File: src/rtl/floo_ep_pkg.sv
// Shared types for the mesh traffic endpoint: tile coordinates, flit layout
// and the injection state machine encoding.
package floo_ep_pkg;

  localparam int unsigned CoordWidth   = 4;
  localparam int unsigned SeqWidth     = 16;
  localparam int unsigned IdxWidth     = 8;
  localparam int unsigned PayloadWidth = 32;

  typedef struct packed {
    logic [CoordWidth-1:0] x;
    logic [CoordWidth-1:0] y;
  } xy_id_t;

  typedef struct packed {
    xy_id_t                  dst_id;
    xy_id_t                  src_id;
    logic [SeqWidth-1:0]     seq;
    logic [IdxWidth-1:0]     idx;
    logic                    last;
    logic [PayloadWidth-1:0] payload;
  } ep_flit_t;

  typedef enum logic {
    TxIdle = 1'b0,
    TxSend = 1'b1
  } tx_state_e;

endpackage

File: src/rtl/floo_ep_rx_checker.sv
// Receive side of the endpoint: picks one VC per cycle, checks each accepted
// flit against the tile id and the running flit index, keeps saturating stats.
module floo_ep_rx_checker
  import floo_ep_pkg::*;
#(
  parameter int unsigned NumVirtChannels = 1,
  parameter int unsigned CntWidth        = 32
) (
  input  logic                       clk_i,
  input  logic                       rst_i,
  input  xy_id_t                     id_i,
  input  logic [NumVirtChannels-1:0] valid_i,
  output logic [NumVirtChannels-1:0] ready_o,
  input  ep_flit_t                   data_i,
  input  logic                       rx_en_i,
  input  logic                       clear_i,
  output logic [CntWidth-1:0]        rx_flits_o,
  output logic [CntWidth-1:0]        rx_pkts_o,
  output logic [15:0]                rx_errs_o,
  output logic                       err_o
);

  logic [IdxWidth-1:0] exp_idx_q;
  logic                rx_hs;
  logic                flit_err;

  function automatic logic [CntWidth-1:0] sat_inc_cnt(input logic [CntWidth-1:0] v);
    return (&v) ? v : v + 1'b1;
  endfunction

  function automatic logic [15:0] sat_inc_err(input logic [15:0] v);
    return (&v) ? v : v + 16'd1;
  endfunction

  // Fixed-priority grant: only the lowest-indexed requesting VC is accepted.
  always_comb begin
    logic found;
    ready_o = '0;
    found   = 1'b0;
    if (rx_en_i) begin
      for (int v = 0; v < NumVirtChannels; v++) begin
        if (valid_i[v] && !found) begin
          ready_o[v] = 1'b1;
          found      = 1'b1;
        end
      end
    end
  end

  assign rx_hs    = |(valid_i & ready_o);
  assign flit_err = (data_i.dst_id != id_i) || (data_i.idx != exp_idx_q);

  // Index tracking and statistics; clear takes priority over a same-cycle flit.
  always_ff @(posedge clk_i or posedge rst_i) begin
    if (rst_i) begin
      exp_idx_q  <= '0;
      rx_flits_o <= '0;
      rx_pkts_o  <= '0;
      rx_errs_o  <= '0;
      err_o      <= 1'b0;
    end else begin
      if (rx_hs) begin
        // Following the received index lets the checker re-lock after a skip.
        exp_idx_q <= data_i.last ? '0 : data_i.idx + 1'b1;
      end
      if (clear_i) begin
        rx_flits_o <= '0;
        rx_pkts_o  <= '0;
        rx_errs_o  <= '0;
        err_o      <= 1'b0;
      end else if (rx_hs) begin
        rx_flits_o <= sat_inc_cnt(rx_flits_o);
        if (data_i.last) rx_pkts_o <= sat_inc_cnt(rx_pkts_o);
        if (flit_err) begin
          rx_errs_o <= sat_inc_err(rx_errs_o);
          err_o     <= 1'b1;
        end
      end
    end
  end

endmodule

File: src/rtl/floo_mesh_endpoint.sv
// Mesh tile traffic endpoint: injects configurable packet bursts toward the
// router and checks/counts flits ejected to this tile.
module floo_mesh_endpoint
  import floo_ep_pkg::*;
#(
  parameter  int unsigned NumVirtChannels = 1,
  parameter  int unsigned CntWidth        = 32,
  localparam int unsigned VcWidth = (NumVirtChannels > 1) ? $clog2(NumVirtChannels) : 1
) (
  input  logic                       clk_i,
  input  logic                       rst_i,
  input  xy_id_t                     id_i,
  input  logic                       start_i,
  input  xy_id_t                     dst_id_i,
  input  logic [15:0]                num_pkts_i,
  input  logic [7:0]                 pkt_len_i,
  input  logic [VcWidth-1:0]         vc_sel_i,
  output logic                       busy_o,
  output logic                       done_o,
  output logic [NumVirtChannels-1:0] valid_o,
  input  logic [NumVirtChannels-1:0] ready_i,
  output ep_flit_t                   data_o,
  input  logic [NumVirtChannels-1:0] valid_i,
  output logic [NumVirtChannels-1:0] ready_o,
  input  ep_flit_t                   data_i,
  input  logic                       rx_en_i,
  input  logic                       clear_i,
  output logic [CntWidth-1:0]        rx_flits_o,
  output logic [CntWidth-1:0]        rx_pkts_o,
  output logic [15:0]                rx_errs_o,
  output logic                       err_o
);

  tx_state_e           state_q, state_d;
  logic [15:0]         pkt_cnt_q, pkt_cnt_d;
  logic [7:0]          flit_idx_q, flit_idx_d;
  logic                done_q, done_d;
  logic                latch_cfg;
  xy_id_t              dst_q;
  logic [15:0]         num_pkts_q;
  logic [7:0]          pkt_len_q;
  logic [VcWidth-1:0]  vc_q;
  logic [VcWidth-1:0]  vc_clamped;
  logic                tx_hs;
  logic                flit_last;
  logic                pkt_last;

  // Out-of-range VC requests fall back to VC 0 rather than going nowhere.
  assign vc_clamped = (32'(vc_sel_i) >= NumVirtChannels) ? '0 : vc_sel_i;

  assign flit_last = (flit_idx_q == pkt_len_q - 8'd1);
  assign pkt_last  = (pkt_cnt_q == num_pkts_q - 16'd1);
  assign tx_hs     = |(valid_o & ready_i);
  assign busy_o    = (state_q == TxSend);
  assign done_o    = done_q;

  // Injection state and position counters.
  always_ff @(posedge clk_i or posedge rst_i) begin
    if (rst_i) begin
      state_q    <= TxIdle;
      pkt_cnt_q  <= '0;
      flit_idx_q <= '0;
      done_q     <= 1'b0;
    end else begin
      state_q    <= state_d;
      pkt_cnt_q  <= pkt_cnt_d;
      flit_idx_q <= flit_idx_d;
      done_q     <= done_d;
    end
  end

  // Burst configuration captured at launch; only meaningful while busy.
  always_ff @(posedge clk_i) begin
    if (latch_cfg) begin
      dst_q      <= dst_id_i;
      num_pkts_q <= num_pkts_i;
      pkt_len_q  <= pkt_len_i;
      vc_q       <= vc_clamped;
    end
  end

  // Next-state logic: launch, per-flit advance and burst completion.
  always_comb begin
    state_d    = state_q;
    pkt_cnt_d  = pkt_cnt_q;
    flit_idx_d = flit_idx_q;
    done_d     = 1'b0;
    latch_cfg  = 1'b0;
    case (state_q)
      TxIdle: begin
        if (start_i) begin
          if (num_pkts_i != 16'd0 && pkt_len_i != 8'd0) begin
            state_d    = TxSend;
            latch_cfg  = 1'b1;
            pkt_cnt_d  = '0;
            flit_idx_d = '0;
          end else begin
            // Empty burst still reports completion so callers never stall.
            done_d = 1'b1;
          end
        end
      end
      TxSend: begin
        if (tx_hs) begin
          if (flit_last) begin
            flit_idx_d = '0;
            pkt_cnt_d  = pkt_cnt_q + 16'd1;
            if (pkt_last) begin
              state_d = TxIdle;
              done_d  = 1'b1;
            end
          end else begin
            flit_idx_d = flit_idx_q + 8'd1;
          end
        end
      end
      default: state_d = TxIdle;
    endcase
  end

  // Flit presentation: one-hot valid on the chosen VC, data zero when idle.
  always_comb begin
    valid_o = '0;
    data_o  = '0;
    if (busy_o) begin
      for (int v = 0; v < NumVirtChannels; v++) begin
        valid_o[v] = (vc_q == VcWidth'(v));
      end
      data_o.dst_id  = dst_q;
      data_o.src_id  = id_i;
      data_o.seq     = pkt_cnt_q;
      data_o.idx     = flit_idx_q;
      data_o.last    = flit_last;
      data_o.payload = PayloadWidth'({pkt_cnt_q, flit_idx_q});
    end
  end

  floo_ep_rx_checker #(
    .NumVirtChannels(NumVirtChannels),
    .CntWidth       (CntWidth)
  ) u_rx_checker (
    .clk_i     (clk_i),
    .rst_i     (rst_i),
    .id_i      (id_i),
    .valid_i   (valid_i),
    .ready_o   (ready_o),
    .data_i    (data_i),
    .rx_en_i   (rx_en_i),
    .clear_i   (clear_i),
    .rx_flits_o(rx_flits_o),
    .rx_pkts_o (rx_pkts_o),
    .rx_errs_o (rx_errs_o),
    .err_o     (err_o)
  );

endmodule
File: config.mk
export PLATFORM = sky130hd
export DESIGN_NAME = floo_mesh_endpoint
export DESIGN_NICKNAME = d
export VERILOG_FILES = /design/src/rtl/floo_ep_pkg.sv /design/src/rtl/floo_ep_rx_checker.sv /design/src/rtl/floo_mesh_endpoint.sv
export SDC_FILE = /design/constraint.sdc
export NUM_CORES = 1
export LEC_CHECK = 0
export CAP_MARGIN = 20
export CORE_ASPECT_RATIO = 0.75
export CORE_MARGIN = 3
export CORE_UTILIZATION = 48
export CTS_BUF_LIST = sky130_fd_sc_hd__clkbuf_8
export DETAILED_ROUTE_END_ITERATION = 7
export PLACE_DENSITY = 0.94
export SYNTH_ARGS = -nofsm -noshare
export SYNTH_HDL_FRONTEND = slang
export SYNTH_SLANG_ARGS = --single-unit
File: constraint.sdc
create_clock -name clk_i -period 5.5 [get_ports clk_i]
set_clock_uncertainty 0.1 [all_clocks]
set_input_delay 1.375 -clock clk_i [delete_from_list [all_inputs] [get_ports clk_i]]
set_output_delay 1.375 -clock clk_i [all_outputs]
set_load 0.005 [all_outputs]
**Word level (Yosys, flattened, before mapping)**

Cells that the tools add are included.

- Reductions and logical operators: 16
- Equal/unequal tests: 11
- Multiplexer cells: 42
- Bitwise gates (word level): 4
- $add $sub $neg: 8
- $lt $le $gt $ge: 1

Operator list:

| cell | count |
|---|---|
| 2-to-1 mux 32 bit | 7 |
| 2-to-1 mux 16 bit | 8 |
| 2-to-1 mux 73 bit | 1 |
| adder 32 x 1 -> 32 bit (second input constant) | 2 |
| AND reduction 32 bit | 2 |
| 2-to-1 mux 8 bit | 5 |
| adder 16 x 1 -> 16 bit (second input constant) | 2 |
| case mux 16 bit (2 select lines) | 1 |
| 2-to-1 mux 1 bit | 17 |
| adder 8 x 1 -> 8 bit (second input constant) | 2 |
| equality test 16 bit | 1 |
| != test 8 bit | 2 |
| case mux 8 bit (2 select lines) | 1 |
| AND reduction 16 bit | 1 |
| nonzero test 16 bit | 1 |
| subtractor 16 x 1 -> 16 bit (second input constant) | 1 |
| != test 2 bit (second input constant) | 5 |
| AND reduction 3 bit | 3 |
| equality test 8 bit | 1 |
| nonzero test 8 bit | 1 |
| subtractor 8 x 1 -> 8 bit (second input constant) | 1 |
| nonzero test 2 bit | 3 |
| != test 2 x 1 -> 1 bit (second input constant) | 2 |
| case mux 1 bit (2 select lines) | 2 |
| other kinds (7) | 10 |

- Register bits: 148
- Input port bits: 121
- Logic and storage cells: 96
- Output and inout bits: 158

**Logic depth before layout (Yosys ltp)**

- Depth in word-level cells: 6
- Mapped depth: 10
- Mapped depth without buffers: 8

**Cells and area by module**

Synthesis repeated with hierarchy kept, for this count alone.

- Cells, all modules: 937
- Area total of the unflattened synthesis: 8,874.8 um^2

Modules (own cells, without submodules):

| module | sequential area each (um^2) | cells each | times used | area an instance (um^2) |
|---|---|---|---|---|
| floo_ep_rx_checker | 2,227.1 | 574 | 1 | 5,273.8 |
| floo_mesh_endpoint | 1,641.6 | 363 | 1 | 3,601.0 |

**Worst setup path after synthesis**

OpenSTA, ideal clock, no wires.

- Path type: register -> output
- Start: register pkt_len_q[0]
- End: output data_o[32] in the netlist's numbering
- Arrival: 2.331 ns
- Stages on the path, launching flop included: 8
- Path slack: 1.694 ns
- Data required time: 4.025 ns
- Path buffers: 2
- Cells stage by stage: edfxtp_1 > or3_4 > or4_4 > a2111oi_2 > o211ai_2 > buf_6 > buf_2 > nor2_1

RTL lines:

| what | RTL line | RTL |
|---|---|---|
| start: declaration | floo_mesh_endpoint.sv:41 | `logic [7:0] pkt_len_q;` |
| start signal: assignment | floo_mesh_endpoint.sv:77 | `pkt_len_q <= pkt_len_i;` |
| end: declaration | floo_mesh_endpoint.sv:22 | `output ep_flit_t data_o,` |

==> metrics.yaml <==
status:
  outcome: "complete, no violations"
die:
  die_h_um: 123
  boundaryPins: 279
  core_um2: 17700
  num_rows: 42
  initial_core_util_pct: 49.3
  die_w_um: 162
  dieArea_um2: 19800
min_path:
  hold_path.class: "reg2reg"
  min_from: "u_rx_checker.exp_idx_q[1]"
finish:
  fin_nets: 1254
  drive_gt1_share_pct: 5.71
  final_common_cell: "clkdlybuf4s50_1"
  antenna_cells: 0
  fill_cells: 1410
  final_cell_mix: "212 x clkdlybuf4s50_1, 115 x dfrtp_1, 92 x nor2_1"
  syn_to_final_growth_pct: 29.6
  final_cell_count_no_fill: 1380
yosys:
  synth_top_area_share_pct: 33.0
  ys_async_sr_fraction_pct: 77.7
  mappedNetlistArea_um2: 8720
  netlist-cell-type-count: 65
  synth-edff-count: 33
  synthTopCellsByArea: "dfrtp_1 33%, edfxtp_1 11%, xnor2_1 5.0%, xor2_1 4.2%, nor2_1 4.0%"
  synth-warning-count: 0
  syn-instance-count: 940
  synth-main-ff-cell: "dfrtp_1"
  yosysSeqAreaShare_pct: 44.3
  syn_avg_cell_area_um2: 9.28
  yosys.area.top_type: "dfrtp_1"
  ys_seq_elements: 148
timing:
  final.setup.worst_slack_ns: 0.688
  tightest_slew_ns: 1.08
  setup_tns_ns: 0
  drv_slew: 0
  grt_setup_unrepaired: "false"
  period_minus_slack_ns: 4.81
  period_share_pct: 87.5
  hold_viol_final: 0
  fmax_mhz: 208
  relSlewSlack_pct: 27.7
  setup_viol: 0
routing:
  drtIter0Drc: 813
  drtAntennaViolNets: 0
  wl_per_cell_um: 17.9
  drc: 0
  dr.pass1.iters: 5
  avgViaCountPerCell: 5.91
  routed_wl_um: 24700
  vias: 8150
critical_path:
  path_class: "reg2out"
  crit_arrival_ns: 3.34
  reg2reg_depth: 6
  critPathLaunchType: "register"
  crit_path_start: "pkt_len_q[3]"
  required_ns: 4.03
  path_max_fanout: 22
  cp-end-kind: "output port"
  reg2reg_from: "pkt_len_q[3]"
  rrSetupSlack_ns: 2.13
  endpoint: "data_o[32]"
  r2r_end: "pkt_cnt_q[14]"
power:
  p_leak_nw: 4.24
  peakVddDrop_uv: 121
  power_mw: 2.38
  power_density_nw_per_um2: 211
grt:
  grt_pass1_vias: 7540
  overflow: 0
  antenna_found_initial: 0
  grt_first_pass_wirelength_um: 38700
  grt_max_degree: 84
  grt_usage_pct: 24.2
clock_network:
  cts_root_buf: "clkbuf_8"
  cts_tree: "done"
  htreeDepth: 4
  cts_resized: 0
  clk_latency_ns: 0.46
  clkSinkCount: 148
  clk_path_buf_depth: 2
  cts_hold_buf: 0
  clk_pin_slew_ns: 0.09
  cts_buffers: 17
  post_cts_buffers: 0
place:
  io_buffers: 213
  pre_cts_slack_ns: 1.05
  placedCellCount: 1345
  hpwl_um: 18300
  place_congestion: 0.955
run:
  maxCapViolations: 0
## Yosys cell counts, types with 6 or more instances
cell type and count:
a21oi_1 48, nor2b_1 10, clkbuf_1 33, and2_1 39, and3_1 16, o31ai_1 18
nand2b_1 6, and4_1 10, dfrtp_1 115, nand3_1 55, a2111oi_0 7, o311ai_0 6
o41ai_1 9, inv_1 31, xnor2_1 50, nor3_1 10, o2111ai_1 6, a211oi_1 7
nor2_1 92, nand4_1 37, or3_1 22, buf_4 32, nor4_1 17, edfxtp_1 33
o21ai_0 32, ha_1 8, o211ai_1 7, nand2_1 65, or4_1 15, xor2_1 42
## worst min-delay path by stage
stage                                 to  cells past startpoint
3_5_place_dp   u_rx_checker.exp_idx_q[1]                      2
5_1_grt        u_rx_checker.exp_idx_q[4]                      2
2_1_floorplan  u_rx_checker.exp_idx_q[1]                      2
3_3_place_gp   u_rx_checker.exp_idx_q[1]                      2
4_1_cts        u_rx_checker.exp_idx_q[1]                      2
6_report       u_rx_checker.exp_idx_q[1]                      2
## cells by family (layout without fill, tap and decap cells)
group / Yosys count / count (layout) / share of synthesized area, %
flip-flops: 148 / 148 / 44.3
adder cells (fa/ha/maj): 8 / 8 / 1.15
other: 1 / 9 / 0.0430
buffers and inverters: 98 / 288 / 5.69
AO/OA/AOI/OAI: 163 / 163 / 12.5
XOR/XNOR: 92 / 92 / 9.24
multiplexers: 8 / 8 / 0.961
AND/OR/NAND/NOR: 422 / 422 / 26.1
## registers in the layout (all words and copies together), names as in the netlist
register / cells
u_rx_checker.exp_idx_q: 8
done_o: 1
flit_idx_q: 8
u_rx_checker.rx_pkts_o: 32
pkt_len_q: 8
u_rx_checker.rx_flits_o: 32
vc_q: 1
num_pkts_q: 16
busy_o: 1
dst_q: 8
u_rx_checker.err_o: 1
u_rx_checker.rx_errs_o: 16
pkt_cnt_q: 16
## through the flow
stage / util [%] / instance area [um2] / hold WS (ns)
2_1_floorplan: - / 8750 / 0.360
3_5_place_dp: 61.4 / 10900 / 0.383
6_report: 63.9 / 11300 / 0.403
3_3_place_gp: 61.4 / 10900 / 0.376
4_1_cts: 63.5 / 11300 / 0.402
5_1_grt: 63.9 / 11300 / 0.433
## critical path: stages (launching register included)
cell,delay [ns]
edfxtp_1,0.46
or3_4,0.44
or4_4,0.49
a2111oi_2,0.44
o211ai_2,0.13
buf_4,0.23
nor2_1,0.15
clkdlybuf4s50_1,0.53
## routing by layer
| layer | global-route usage, % | share of wire (%) |
|---|---|---|
| met1 | 32.8 | 42 |
| met2 | 38.9 | 47 |
| met5 | 0 | 0 |
| met4 | 7.94 | 2.9 |
| met3 | 5.47 | 8.6 |
## final cells by class
cell class / instances / area [um2] / share of cell area, %
repair buffers: 225 / 2250 / 19.9
clock buffers: 17 / 234 / 2.07
clock inverters: 15 / 136 / 1.21
inverters: 31 / 119 / 1.05
well taps: 242 / 303 / 2.68
multi-input cells: 702 / 4400 / 38.9
flip-flops and latches: 148 / 3870 / 34.2
## power by group
part / total, mW / switching (mW) / leakage [nW] / internal, mW
Clock: 0.817 / 0.484 / 0.186 / 0.333
Sequential: 1.21 / 0.0497 / 1.88 / 1.16
Combinational: 0.356 / 0.169 / 2.17 / 0.187
(Power assumes the default switching activity.)
